`src/rtl/msrv32_imm_pkg.sv`:
```
// Shared definitions for the pipelined immediate generator.
//   - IMM_* : 3-bit immediate format codes carried alongside instr[31:7].
//   - imm_format(): builds the immediate from instr[31:7] at the widest
//     supported XLEN (64). Narrower builds take the low XLEN bits, which is
//     exact because every format is either sign- or zero-extended.
package msrv32_imm_pkg;

    localparam int unsigned MAX_XLEN = 64;

    localparam logic [2:0] IMM_I0  = 3'b000;
    localparam logic [2:0] IMM_I   = 3'b001;
    localparam logic [2:0] IMM_S   = 3'b010;
    localparam logic [2:0] IMM_B   = 3'b011;
    localparam logic [2:0] IMM_U   = 3'b100;
    localparam logic [2:0] IMM_J   = 3'b101;
    localparam logic [2:0] IMM_CSR = 3'b110;
    localparam logic [2:0] IMM_ILL = 3'b111;

    function automatic logic [MAX_XLEN-1:0] imm_format(input logic [24:0] instr,
                                                        input logic [2:0]  imm_type);
        // Indexed by real instruction bit numbers to match the ISA tables.
        logic [31:7] i;
        logic [MAX_XLEN-1:0] imm;
        i = instr;
        case (imm_type)
            IMM_S:   imm = {{52{i[31]}}, i[31:25], i[11:7]};
            IMM_B:   imm = {{51{i[31]}}, i[31], i[7], i[30:25], i[11:8], 1'b0};
            IMM_U:   imm = {{32{i[31]}}, i[31:12], 12'b0};
            IMM_J:   imm = {{43{i[31]}}, i[31], i[19:12], i[20], i[30:21], 1'b0};
            IMM_CSR: imm = {59'b0, i[19:15]};
            // I0, I and the illegal code all produce the I-type value.
            default: imm = {{52{i[31]}}, i[31:20]};
        endcase
        return imm;
    endfunction

endpackage

```
`src/rtl/msrv32_imm_fifo.sv`:
```
// Generic Depth x Width synchronous FIFO with occupancy count, synchronous
// flush and asynchronous active-high reset.
//   clk_i, rst_i          : clock, async active-high reset
//   flush_i               : drop all entries (wins over push/pop)
//   wr_valid_i/wr_ready_o : write handshake, wr_data_i is the entry
//   rd_valid_o/rd_ready_i : read handshake, rd_data_o is the head entry
//   count_o               : current occupancy, 0..Depth
module msrv32_imm_fifo #(
    parameter int unsigned Width = 33,
    parameter int unsigned Depth = 2
) (
    input  logic                     clk_i,
    input  logic                     rst_i,
    input  logic                     flush_i,
    input  logic                     wr_valid_i,
    output logic                     wr_ready_o,
    input  logic [Width-1:0]         wr_data_i,
    output logic                     rd_valid_o,
    input  logic                     rd_ready_i,
    output logic [Width-1:0]         rd_data_o,
    output logic [$clog2(Depth):0]   count_o
);

    localparam int unsigned PtrW = $clog2(Depth);
    localparam int unsigned CntW = PtrW + 1;
    localparam logic [CntW-1:0] FullCnt = CntW'(Depth);

    logic [Width-1:0] mem_q [Depth];
    logic [Width-1:0] mem_d [Depth];
    logic [PtrW-1:0]  wr_ptr_q, wr_ptr_d;
    logic [PtrW-1:0]  rd_ptr_q, rd_ptr_d;
    logic [CntW-1:0]  count_q, count_d;
    // Last head shown, so the data output holds steady once the FIFO drains.
    logic [Width-1:0] last_q, last_d;
    // Keeps wr_ready low during reset and up to the first edge after release.
    logic             alive_q;

    logic push, pop;

    assign wr_ready_o = alive_q && (count_q < FullCnt);
    assign rd_valid_o = (count_q != '0);
    assign rd_data_o  = rd_valid_o ? mem_q[rd_ptr_q] : last_q;
    assign count_o    = count_q;

    assign push = wr_valid_i & wr_ready_o;
    assign pop  = rd_valid_o & rd_ready_i;

    always_comb begin
        mem_d    = mem_q;
        wr_ptr_d = wr_ptr_q;
        rd_ptr_d = rd_ptr_q;
        count_d  = count_q;
        last_d   = rd_valid_o ? mem_q[rd_ptr_q] : last_q;
        if (flush_i) begin
            wr_ptr_d = '0;
            rd_ptr_d = '0;
            count_d  = '0;
        end else begin
            if (push) begin
                mem_d[wr_ptr_q] = wr_data_i;
                wr_ptr_d        = wr_ptr_q + PtrW'(1);
            end
            if (pop) begin
                rd_ptr_d = rd_ptr_q + PtrW'(1);
            end
            unique case ({push, pop})
                2'b10:   count_d = count_q + CntW'(1);
                2'b01:   count_d = count_q - CntW'(1);
                default: count_d = count_q;
            endcase
        end
    end

    always_ff @(posedge clk_i or posedge rst_i) begin
        if (rst_i) begin
            for (int k = 0; k < int'(Depth); k++) begin
                mem_q[k] <= '0;
            end
            wr_ptr_q <= '0;
            rd_ptr_q <= '0;
            count_q  <= '0;
            last_q   <= '0;
            alive_q  <= 1'b0;
        end else begin
            mem_q    <= mem_d;
            wr_ptr_q <= wr_ptr_d;
            rd_ptr_q <= rd_ptr_d;
            count_q  <= count_d;
            last_q   <= last_d;
            alive_q  <= 1'b1;
        end
    end

endmodule

```
`src/rtl/msrv32_imm_gen_pipe.sv`:
```
// Registered immediate generator: formats instr[31:7] by imm_type_in on
// input and buffers {illegal, immediate} in a small FIFO towards the
// operand-select stage. One-cycle latency, full throughput.
//   ms_riscv32_mp_clk_in / ms_riscv32_mp_rst_in : clock, async active-high reset
//   flush_in                     : discard all buffered entries
//   in_valid/in_ready            : input handshake (instr_in, imm_type_in)
//   out_valid/out_ready          : output handshake (imm_out, illegal_out)
//   count_out                    : buffer occupancy
module msrv32_imm_gen_pipe
    import msrv32_imm_pkg::*;
#(
    parameter int unsigned XLEN  = 32,
    parameter int unsigned DEPTH = 2
) (
    input  logic                    ms_riscv32_mp_clk_in,
    input  logic                    ms_riscv32_mp_rst_in,
    input  logic                    flush_in,
    input  logic                    in_valid,
    output logic                    in_ready,
    input  logic [24:0]             instr_in,
    input  logic [2:0]              imm_type_in,
    output logic                    out_valid,
    input  logic                    out_ready,
    output logic [XLEN-1:0]         imm_out,
    output logic                    illegal_out,
    output logic [$clog2(DEPTH):0]  count_out
);

    logic [MAX_XLEN-1:0] imm_full;
    logic [XLEN:0]       wr_data;
    logic [XLEN:0]       rd_data;
    logic                unused_imm_hi;

    always_comb begin
        imm_full = imm_format(instr_in, imm_type_in);
        wr_data  = {(imm_type_in == IMM_ILL), imm_full[XLEN-1:0]};
    end

    // Upper bits are only consumed in 64-bit builds.
    assign unused_imm_hi = ^imm_full;

    msrv32_imm_fifo #(
        .Width (XLEN + 1),
        .Depth (DEPTH)
    ) u_fifo (
        .clk_i      (ms_riscv32_mp_clk_in),
        .rst_i      (ms_riscv32_mp_rst_in),
        .flush_i    (flush_in),
        .wr_valid_i (in_valid),
        .wr_ready_o (in_ready),
        .wr_data_i  (wr_data),
        .rd_valid_o (out_valid),
        .rd_ready_i (out_ready),
        .rd_data_o  (rd_data),
        .count_o    (count_out)
    );

    assign imm_out     = rd_data[XLEN-1:0];
    assign illegal_out = rd_data[XLEN];

endmodule

```
`config.mk`:
```
export PLATFORM = sky130hd
export DESIGN_NAME = msrv32_imm_gen_pipe
export DESIGN_NICKNAME = d
export VERILOG_FILES = /design/src/rtl/msrv32_imm_pkg.sv /design/src/rtl/msrv32_imm_fifo.sv /design/src/rtl/msrv32_imm_gen_pipe.sv
export SDC_FILE = /design/constraint.sdc
export NUM_CORES = 1
export LEC_CHECK = 0
export ABC_CLOCK_PERIOD_IN_PS = 6500
export CAP_MARGIN = 0
export CELL_PAD_IN_SITES_DETAIL_PLACEMENT = 1
export CELL_PAD_IN_SITES_GLOBAL_PLACEMENT = 1
export CORE_ASPECT_RATIO = 0.8
export CORE_UTILIZATION = 30
export CTS_CLUSTER_DIAMETER = 30
export DETAILED_ROUTE_END_ITERATION = 8
export PLACE_DENSITY = 0.66
export SETUP_SLACK_MARGIN = 0.15
export SLEW_MARGIN = 20
export SYNTH_ARGS = -nofsm -noshare
export SYNTH_HDL_FRONTEND = slang
export SYNTH_SLANG_ARGS = --single-unit
export TNS_END_PERCENT = 5
```
`constraint.sdc`:
```
create_clock -name ms_riscv32_mp_clk_in -period 6.5 [get_ports ms_riscv32_mp_clk_in]
set_input_delay 1.3 -clock ms_riscv32_mp_clk_in [delete_from_list [all_inputs] [get_ports ms_riscv32_mp_clk_in]]
set_output_delay 1.3 -clock ms_riscv32_mp_clk_in [all_outputs]
set_load 0.05 [all_outputs]
```
Yosys cells after proc, flatten, opt, wreduce, memory -nomap -nowiden
Index checks and enable logic that the tools add are counted.

storage, ports and cells
  register bits = 104
  input port bits = 33
  output and inout bits = 37
  logic and storage cells = 49

operators by class
  add/sub/neg operators = 4
  $lt $le $gt $ge = 4
  equal/unequal tests = 8
  mux-type cells = 14
  bitwise gates (word level) = 5
  reduce and logical (&&, ||, !) cells = 7

operator list
  operator                                                              number
  33-bit 2-to-1 mux                                                     5
  32-bit one-hot mux with 5 select lines                                1
  66-bit bitwise mux                                                    1
  33-bit demux with 1-bit select                                        1
  3-bit == test, second input constant                                  4
  3-bit by 2-bit == test with 1-bit output, second input constant       2
  2-bit nonzero test                                                    3
  2-bit greater-or-equal comparator, second input constant              2
  1-bit 2-to-1 mux                                                      4
  1-bit NOT with 2-bit output                                           2
  2-bit one-hot mux with 2 select lines                                 1
  3-bit nonzero test                                                    1
  1-bit adder, second input constant                                    2
  2-bit by 1-bit adder with 2-bit output, second input constant         1
  1-bit bitwise AND                                                     2
  2-bit by 1-bit == test with 1-bit output, second input constant       1
  2-bit == test, second input constant                                  1
  1-bit logical AND                                                     2
  2-bit by 1-bit < comparator with 1-bit output, second input constant  1
  2-bit < comparator, second input constant                             1
  2-bit 2-to-1 mux                                                      1
  2-bit AND reduction                                                   1
  2-bit by 1-bit subtractor with 2-bit output, second input constant    1
  1-bit NOT                                                             1

Logic depth before layout (Yosys ltp)
Gate-level depths: netlist (run 1).

  depth after elaboration = 6
  depth in mapped cells = 6
  mapped depth without buffers = 3

Cells and area by module
A second synthesis (run 1) with hierarchy kept.

second synthesis, totals
  cell total of the unflattened synthesis = 377
  area, all modules = 4774.6 um2

modules (own cells, without submodules)
  module               times used  cells an instance  area each (um2)  seq. area each (um2)
  msrv32_imm_fifo      1           310                4362.9           2602.5
  msrv32_imm_gen_pipe  1           67                 411.6            0.0

Worst setup path after synthesis (run 1)
No wires, ideal clock.

  path type = register to output
  start = register u_fifo.count_q[1], in the netlist u_fifo.count_o[1]
  end = output port imm_out[23]
  data arrival time = 2328 ps
  required time = 5200 ps
  slack = 2872 ps
  cell stages (with the launch flop) = 6
  buffers on the path = 3
  cell sequence = dfrtp_1 or2_2 clkbuf_1 buf_2 buf_2 a21oi_1

between the ends
  word-level cells in the longest chain between the ends = 2

RTL lines
  what                      line                       text
  start: declaration        msrv32_imm_fifo.sv:32      logic [CntW-1:0] count_q, count_d;
  start signal: assignment  msrv32_imm_fifo.sv:88      count_q <= count_d;
  2-bit nonzero test        msrv32_imm_fifo.sv:41      assign rd_valid_o = (count_q != '0);
  via out_valid             msrv32_imm_gen_pipe.sv:22  output logic out_valid,
  33-bit 2-to-1 mux         --
  end: declaration          msrv32_imm_gen_pipe.sv:24  output logic [XLEN-1:0] imm_out,

The timed path passes the listed nets, and every way through them passes these cells.

Worst setup path after layout (run 1)
  start = register u_fifo.count_q[1], in the netlist u_fifo.count_o[1]
  end = output port imm_out[1]

between the ends
  word-level cells in the longest chain between the ends = 2

RTL lines
  what                line
  2-bit nonzero test  msrv32_imm_fifo.sv:41
  33-bit 2-to-1 mux   --

Every way passes these cells.

==> flow_summary.toml, run 1 <==
[run_status]
status = "finished, final reports clean"

[worst_setup_path]
r2r_start = "u_fifo.count_o[1]$_DFFE_PP0P_"
reg2reg_slack_ns = 4.62
reg2reg_depth = 4
regToRegEndpoint = "u_fifo.last_q[1]$_DFF_PP0_"
crit_fanout = 37
timing.critical_path.from = "u_fifo.count_o[1]$_DFFE_PP0P_"
crit_type = "flop to output port"
startpoint_type = "flop"
cp_data_arrival_time_ns = 2.97
cp.required_ns = 5.20
crit_end = "imm_out[1]"
crit_path_end_kind = "output port"

[global_routing]
grt_usage_pct = 15.1
grt_pass1_vias = 3415
antenna_found_initial = 0
grt_max_degree = 69
grt_first_pass_wirelength_um = 18700
overflow = 0

[flow_run]
drv_cap = 0

[logic_synthesis]
async_flop_share_pct = 100
synth_ff_type = "dfrtp_1"
synth-seq-cells = 104
synth_enable_flop_cells = 0
yosys_warnings = 0
synth.avg_cell_area_um2 = 12.4
synth_nets = 423
yosysUniqueCellTypes = 39
syn_inst = 390
ys_seq_area_share_pct = 53.8
synth_area_mm2 = 0.00484

[drt]
via_per_inst = 4.74
drc = 0
firstDrtPassIters = 4
drt_iter0_markers = 132
vias = 3150
wire_per_inst_um = 17.5
ant_nets = 0
wl_um = 11600

[finish]
final_common_cell = "dfrtp_1"
final_nets = 477
area_growth_pct = 23.1
antenna_cells = 0
most-common-layout-cells = "103 x dfrtp_1, 69 x clkdlybuf4s50_1, 59 x mux2_2"
drive_gt1_share_pct = 20.5

[clock_network]
clockBufferDepth = 2
cts_tree = "yes"
path_clk_slew_ns = 0.07
cts-resized-gates = 0
cts-root-buf = "clkbuf_16"
postCtsSetupBuffers = 0
clock_latency_ns = 0.35
clock-sinks = 104
cts_buffers = 9
cts_hold_buf = 0
htree_levels = 3

[timing]
layout_setup_ws_ns = 2.23
maxSlewViolCount = 0
finalSetupTns_ns = 0
finalSetupViolCount = 0
relSlewSlack_pct = 28.8
max_freq_ghz = 0.234
worst_pin_slew_ns = 1.07
skew_ns = 0.0101
period_minus_slack_ns = 4.27
rsz0062_at_grt = "false"
whs_ns = 0.509
period_share_pct = 65.7
finalHoldViolCount = 0

[power_and_ir_drop]
p_per_area_mw_per_mm2 = 362
leakagePower_nw = 2.42
vdd.ir_drop.worst_uv = 141

[floorplanning]
core_area_mm2 = 0.0157
rows = 41
die-area_mm2 = 0.0166
start_util_pct = 30.7
io-pin-count = 70
die_w_um = 144
dieHeight_um = 116

[hold_path]
hp-class = "flop to flop"

[placement]
dp_hpwl_um = 7770
gp_routability_congestion = 0.684
dp_slack_ns = 2.58
portBuffers = 69
==> how the worst min path moves through the flow <==
| stage | start | end | slack [ns] | cells past startpoint |
|---|---|---|---|---|
| 6_report | u_fifo.mem_q[30]$_DFFE_PP0P_ | u_fifo.mem_q[30]$_DFFE_PP0P_ | 0.51 | 1 |
| 5_1_grt | u_fifo.mem_q[21]$_DFFE_PP0P_ | u_fifo.mem_q[21]$_DFFE_PP0P_ | 0.53 | 1 |
| 4_1_cts | u_fifo.mem_q[30]$_DFFE_PP0P_ | u_fifo.mem_q[30]$_DFFE_PP0P_ | 0.51 | 1 |
| 3_5_place_dp | u_fifo.mem_q[38]$_DFFE_PP0P_ | u_fifo.mem_q[38]$_DFFE_PP0P_ | 0.49 | 1 |
| 3_3_place_gp | u_fifo.mem_q[55]$_DFFE_PP0P_ | u_fifo.mem_q[55]$_DFFE_PP0P_ | 0.49 | 1 |
| 2_1_floorplan | u_fifo.mem_q[38]$_DFFE_PP0P_ | u_fifo.mem_q[38]$_DFFE_PP0P_ | 0.48 | 1 |
==> routing by layer <==
layer  wire length [um]  part of all wire (%)  global-route usage (%)  vias up
li1                   -                     -                       -     1479
met4                210                   1.8                    5.11        0
met5                  0                     0                       0        -
met2               5390                    46                    23.4       45
met3                391                   3.4                    3.93       14
met1               5640                    48                    20.4     1612
==> metrics by stage <==
| step | area [um^2] | util [%] | power (mW) | cells |
|---|---|---|---|---|
| floorplan | 4840 | - | 1.39 | 390 |
| global placement | 5650 | 35.8 | 1.59 | 648 |
| detailed placement | 5650 | 35.9 | 1.62 | 648 |
| CTS | 5960 | 37.8 | 2.19 | 664 |
| global route | 5960 | 37.8 | 2.27 | 664 |
| finish | 5960 | 37.8 | 2.15 | 664 |
==> synthesized netlist by cell type (6+ instances only) <==
cell type | number | area (um^2)
a21oi_1 | 36 | 180
a22o_1 | 11 | 96.3
and2_1 | 6 | 37.5
buf_2 | 12 | 60.1
buf_6 | 6 | 67.6
clkbuf_1 | 8 | 30.0
dfrtp_1 | 104 | 2600
inv_1 | 11 | 41.3
mux2_2 | 59 | 664
mux2i_1 | 41 | 410
nor2_1 | 36 | 135
o2bb2ai_1 | 12 | 105
==> logic make-up after synthesis <==
kind of cell	synth area share (%)
flops	53.8
mux	23.1
compound gates	9.95
simple gates	7.70
buf+inv	4.81
xor+xnor	0.543
other cells	0.0775
==> area by class of cell <==
class	count	area [um^2]
Fill cell	1681	9790
Clock inverter	5	55.1
Inverter	12	47.5
Timing Repair Buffer	73	721
Multi-Input combinational cell	244	2010
Clock buffer	11	253
Tap cell	215	269
Sequential cell	104	2600
==> flip-flops by register name, summed over array words and instances (netlist names) <==
register	count
u_fifo.alive_q	1
u_fifo.rd_ptr_q	1
u_fifo.last_q	33
u_fifo.count_o	2
u_fifo.mem_q	66
u_fifo.wr_ptr_q	1
==> critical path: stages, from the launching register on <==
cell	delay (ns)
dfrtp_1	0.47
or2_2	0.53
buf_4	0.44
nor2_1	0.09
a21oi_1	0.20
clkdlybuf4s50_1	0.84
==> where the power goes <==
part | switching [mW] | internal, mW
Combinational | 0.424 | 0.274
Clock | 0.239 | 0.318
Sequential | 0.0799 | 0.819
(Power assumes the default switching activity.)
==> inputs of run 2 (changes only) <==
--- a/config.mk
+++ b/config.mk
@@ -5,7 +5,7 @@
 export SDC_FILE = /design/constraint.sdc
 export NUM_CORES = 1
 export LEC_CHECK = 0
-export ABC_CLOCK_PERIOD_IN_PS = 6500
+export ABC_CLOCK_PERIOD_IN_PS = 3800
 export CAP_MARGIN = 0
 export CELL_PAD_IN_SITES_DETAIL_PLACEMENT = 1
 export CELL_PAD_IN_SITES_GLOBAL_PLACEMENT = 1
@@ -13,7 +13,7 @@
 export CORE_UTILIZATION = 30
 export CTS_CLUSTER_DIAMETER = 30
 export DETAILED_ROUTE_END_ITERATION = 8
-export PLACE_DENSITY = 0.66
+export PLACE_DENSITY = 0.68
 export SETUP_SLACK_MARGIN = 0.15
 export SLEW_MARGIN = 20
 export SYNTH_ARGS = -nofsm -noshare
==> constraint.sdc (replaced) <==
create_clock -name ms_riscv32_mp_clk_in -period 3.8 [get_ports ms_riscv32_mp_clk_in]
set_input_delay 0.76 -clock ms_riscv32_mp_clk_in [delete_from_list [all_inputs] [get_ports ms_riscv32_mp_clk_in]]
set_output_delay 0.76 -clock ms_riscv32_mp_clk_in [all_outputs]
set_load 0.05 [all_outputs]
==> flow_summary.toml, run 2 (synthesized netlist as in run 1, its figures left out) <==
[floorplanning]
die-area_mm2 = 0.0166
core_area_mm2 = 0.0157
io-pin-count = 70
start_util_pct = 30.7
die_w_um = 144
rows = 41
dieHeight_um = 116

[run_status]
status = "finished, final reports clean"

[worst_setup_path]
cp.required_ns = 3.04
startpoint_type = "flop"
crit_family = "buffers and inverters"
crit_fanout = 28
reg2reg_slack_ns = 1.96
cp_num_buf_inv = 2
regToRegEndpoint = "u_fifo.mem_q[9]$_DFFE_PP0P_"
reg2reg_depth = 4
cp_slowest_stage_delay_ns = 0.83
crit_chain = "or2_2, buf_12, nor2_1, a21oi_1, clkdlybuf4s50_1"
cp_data_arrival_time_ns = 2.71
crit_path_end_kind = "output port"
critPathSlowestCell = "clkdlybuf4s50_1"
crit_type = "flop to output port"
r2r_start = "u_fifo.count_o[1]$_DFFE_PP0P_"

[finish]
drive_gt1_share_pct = 23.7
antenna_cells = 0
largest_reg_flops = 66
largest-register = "u_fifo.mem_q"
final_common_cell = "dfrtp_1"
final_nets = 483
area_growth_pct = 23.4
fin_util_pct = 37.9
most-common-layout-cells = "103 x dfrtp_1, 59 x mux2_2, 58 x clkdlybuf4s50_1"

[drt]
vias = 3220
via_per_inst = 4.81
ant_nets = 0
drt_iter0_markers = 103
wl_um = 11700
drc = 0
firstDrtPassIters = 4
wire_per_inst_um = 17.5

[global_routing]
grt_pass1_vias = 3412
grt_usage_pct = 15.1
grt_first_pass_wirelength_um = 18600
overflow = 0
grt_max_degree = 72
antenna_found_initial = 0

[power_and_ir_drop]
vdd.ir_drop.worst_uv = 201
p_total_mw = 3.64
leakagePower_nw = 2.46
p_per_area_mw_per_mm2 = 609

[placement]
portBuffers = 69
gp_routability_congestion = 0.703
dp_slack_ns = 0.678
dp_hpwl_um = 8180

[timing]
rsz0062_at_grt = "false"
finalSetupViolCount = 0
period_share_pct = 91.3
period_minus_slack_ns = 3.47
maxSlewViolCount = 0
finalSetupTns_ns = 0
relSlewSlack_pct = 40.5
max_freq_ghz = 0.288
worst_pin_slew_ns = 0.892
finalHoldViolCount = 0
layout_setup_ws_ns = 0.330
skew_ns = 0.00705

[flow_run]
drv_cap = 0

[clock_network]
cts-root-buf = "clkbuf_16"
path_clk_slew_ns = 0.07
clock_latency_ns = 0.36
clock-sinks = 104
cts_tree = "yes"
cts-resized-gates = 0
htree_levels = 3
cts_hold_buf = 0
cts_buffers = 9
clockBufferDepth = 2
postCtsSetupBuffers = 0

[hold_path]
min_from = "u_fifo.mem_q[65]$_DFFE_PP0P_"
hold_depth = 1
hold_end = "u_fifo.mem_q[65]$_DFFE_PP0P_"
hp-class = "flop to flop"
run 2: worst max path at each step:
stage | slack [ns] | endpoint | start | cells past startpoint
4_1_cts | 0.29 | imm_out[26] | u_fifo.count_o[1]$_DFFE_PP0P_ | 5
2_1_floorplan | 0.31 | u_fifo.alive_q$_DFF_PP0_ | ms_riscv32_mp_rst_in | 1
5_1_grt | 0.15 | imm_out[26] | u_fifo.count_o[1]$_DFFE_PP0P_ | 5
3_3_place_gp | 0.77 | imm_out[18] | u_fifo.count_o[1]$_DFFE_PP0P_ | 5
3_5_place_dp | 0.68 | imm_out[26] | u_fifo.count_o[1]$_DFFE_PP0P_ | 5
6_report | 0.33 | imm_out[21] | u_fifo.count_o[1]$_DFFE_PP0P_ | 5
run 2: metrics by stage:
stage,std cells,instance area [um^2],hold WS (ns)
final,670,5970,0.507
after global routing,670,5970,0.518
after CTS,670,5970,0.511
after detailed placement,654,5690,0.495
after global placement,654,5690,0.489
after floorplan,390,4840,0.480
run 2: layer usage:
metal  GRT usage (%)  part of all wire, %  up-vias
met5               0                    0        -
met4            3.83                 0.95        0
met3            4.71                  4.9       11
met2            24.1                   48       53
met1            19.9                   46     1672
li1                -                    -     1484
run 2: final cells by class:
type | instances | area, um^2
clock buffer | 9 | 225
clock inverter | 7 | 61.3
fill | 1717 | 9770
inverter | 12 | 47.5
multi-input combinational | 244 | 2000
sequential | 104 | 2600
tap | 215 | 269
timing repair buffer | 79 | 763
run 2: power breakdown:
part | internal [mW] | switching, mW
Sequential | 1.40 | 0.129
Combinational | 0.462 | 0.745
Clock | 0.460 | 0.442
Total | 2.32 | 1.32
==> inputs of run 3 (changes only) <==
--- a/config.mk
+++ b/config.mk
@@ -11,6 +11,7 @@
 export CELL_PAD_IN_SITES_GLOBAL_PLACEMENT = 1
 export CORE_ASPECT_RATIO = 0.8
 export CORE_UTILIZATION = 30
+export CTS_BUF_LIST = sky130_fd_sc_hd__clkbuf_4
 export CTS_CLUSTER_DIAMETER = 30
 export DETAILED_ROUTE_END_ITERATION = 8
 export PLACE_DENSITY = 0.68
==> flow_summary.toml, run 3 (synthesized netlist as in run 1, its figures left out) <==
[worst_setup_path]
cp_data_arrival_time_ns = 2.69
crit_type = "flop to output port"
crit_fanout = 28
r2r_start = "u_fifo.count_o[1]$_DFFE_PP0P_"
crit_path_end_kind = "output port"
reg2reg_slack_ns = 1.95
startpoint_type = "flop"
regToRegEndpoint = "u_fifo.mem_q[9]$_DFFE_PP0P_"
reg2reg_depth = 4
cp.required_ns = 3.04

[drt]
drc = 0
drt_iter0_markers = 121
met3_length_um = 582
ant_nets = 0
vias = 3208
dr_wl_met2_um = 5620
via_per_inst = 4.79
top_layer_used = "met4"
firstDrtPassIters = 4
drt-met1-wl_um = 5450
wl_um = 11800
wire_per_inst_um = 17.5

[finish]
largest-register = "u_fifo.mem_q"
fin_util_pct = 37.0
largest_reg_flops = 66
most-common-layout-cells = "103 x dfrtp_1, 59 x mux2_2, 58 x clkdlybuf4s50_1"
stdcell_area_mm2 = 0.00582
antenna_cells = 0
finalNonFillerCells = 670
final_nets = 483
area_growth_pct = 20.2
final_common_cell = "dfrtp_1"
n_fill_cell = 1731
drive_gt1_share_pct = 23.7

[floorplanning]
io-pin-count = 70
die-area_mm2 = 0.0166
die_w_um = 144
rows = 41
core_area_mm2 = 0.0157
dieHeight_um = 116
start_util_pct = 30.7

[global_routing]
grt_pass1_vias = 3431
grt_first_pass_wirelength_um = 18600
overflow = 0
grt_max_degree = 72
antenna_found_initial = 0
grt_usage_pct = 15.0

[clock_network]
clockBufferDepth = 2
htree_levels = 3
clock-sinks = 104
clock_latency_ns = 0.49
cts_buffers = 9
path_clk_slew_ns = 0.16
cts_tree = "yes"
cts-root-buf = "clkbuf_4"

[flow_run]
drv_cap = 0

[timing]
finalSetupViolCount = 0
worst_pin_slew_ns = 0.887
rsz0062_at_grt = "false"
finalSetupTns_ns = 0
finalHoldViolCount = 0
relSlewSlack_pct = 40.8
period_minus_slack_ns = 3.45
whs_ns = 0.527
max_freq_ghz = 0.290
skew_ns = 0.0204
period_share_pct = 90.9
maxSlewViolCount = 0

[hold_path]
hp-class = "flop to flop"
hold_depth = 1
min_from = "u_fifo.mem_q[28]$_DFFE_PP0P_"
hold_end = "u_fifo.mem_q[28]$_DFFE_PP0P_"

[placement]
dp_hpwl_um = 8180
gp_routability_congestion = 0.703
place_area_mm2 = 0.00569
place_inst = 654
portBuffers = 69

[power_and_ir_drop]
leakagePower_nw = 2.38
p_per_area_mw_per_mm2 = 565
vdd.ir_drop.worst_uv = 162

[run_status]
status = "finished, final reports clean"
## run 3: changes by cell type in the layout (fill, tap and decap cells not counted)
cell and change:
clkbuf_4 +9, clkbuf_16 -9, or2_4 +1, or2_2 -1
## run 3: final cells by class
| class | instances | area [um^2] | area share [%] |
|---|---|---|---|
| clock buffers | 9 | 67.6 | 1.16 |
| clock inverters | 7 | 61.3 | 1.05 |
| inverters | 12 | 47.5 | 0.817 |
| multi-input cells | 244 | 2010 | 34.5 |
| flip-flops and latches | 104 | 2600 | 44.7 |
| well taps | 215 | 269 | 4.62 |
| repair buffers | 79 | 763 | 13.1 |
## run 3: critical path, stage by stage (launching register included)
cell	delay, ns
dfrtp_1	0.51
or2_4	0.41
buf_12	0.22
nor2_1	0.06
a21oi_1	0.16
clkdlybuf4s50_1	0.83
## run 3: stage by stage
stage               setup slack [ns]  power, mW
detailed placement             0.678       2.78
floorplan                      0.308       2.37
global route                   0.168       3.48
global placement               0.773       2.73
CTS                            0.290       3.34
finish                         0.347       3.29
## run 3: repair_timing
action	in CTS	in global routing
gates resized for setup	1	0
hold buffers	0	0
buffers inserted	0	0
setup endpoints to repair	16	0
endpoints found under the hold margin	0	0
## run 3: how the worst max path moves through the flow
| stage | startpoint | to | slack, ns | cells past startpoint |
|---|---|---|---|---|
| finish | u_fifo.count_o[1]$_DFFE_PP0P_ | imm_out[21] | 0.35 | 5 |
| CTS | u_fifo.count_o[1]$_DFFE_PP0P_ | imm_out[26] | 0.29 | 5 |
| floorplan | ms_riscv32_mp_rst_in | u_fifo.alive_q$_DFF_PP0_ | 0.31 | 1 |
| global route | u_fifo.count_o[1]$_DFFE_PP0P_ | imm_out[26] | 0.17 | 5 |
| global placement | u_fifo.count_o[1]$_DFFE_PP0P_ | imm_out[18] | 0.77 | 5 |
| detailed placement | u_fifo.count_o[1]$_DFFE_PP0P_ | imm_out[26] | 0.68 | 5 |
## run 3: routing by layer
layer / GRT usage (%) / vias to the layer above
met1: 19.7 / 1663
met4: 3.40 / 0
met5: 0 / -
li1: - / 1484
met2: 24.3 / 52
met3: 4.59 / 9
## run 3: power by group
| part | total, mW | internal, mW | switching, mW |
|---|---|---|---|
| clock network | 0.551 | 0.150 | 0.402 |
| registers | 1.53 | 1.40 | 0.129 |
| logic | 1.21 | 0.463 | 0.746 |
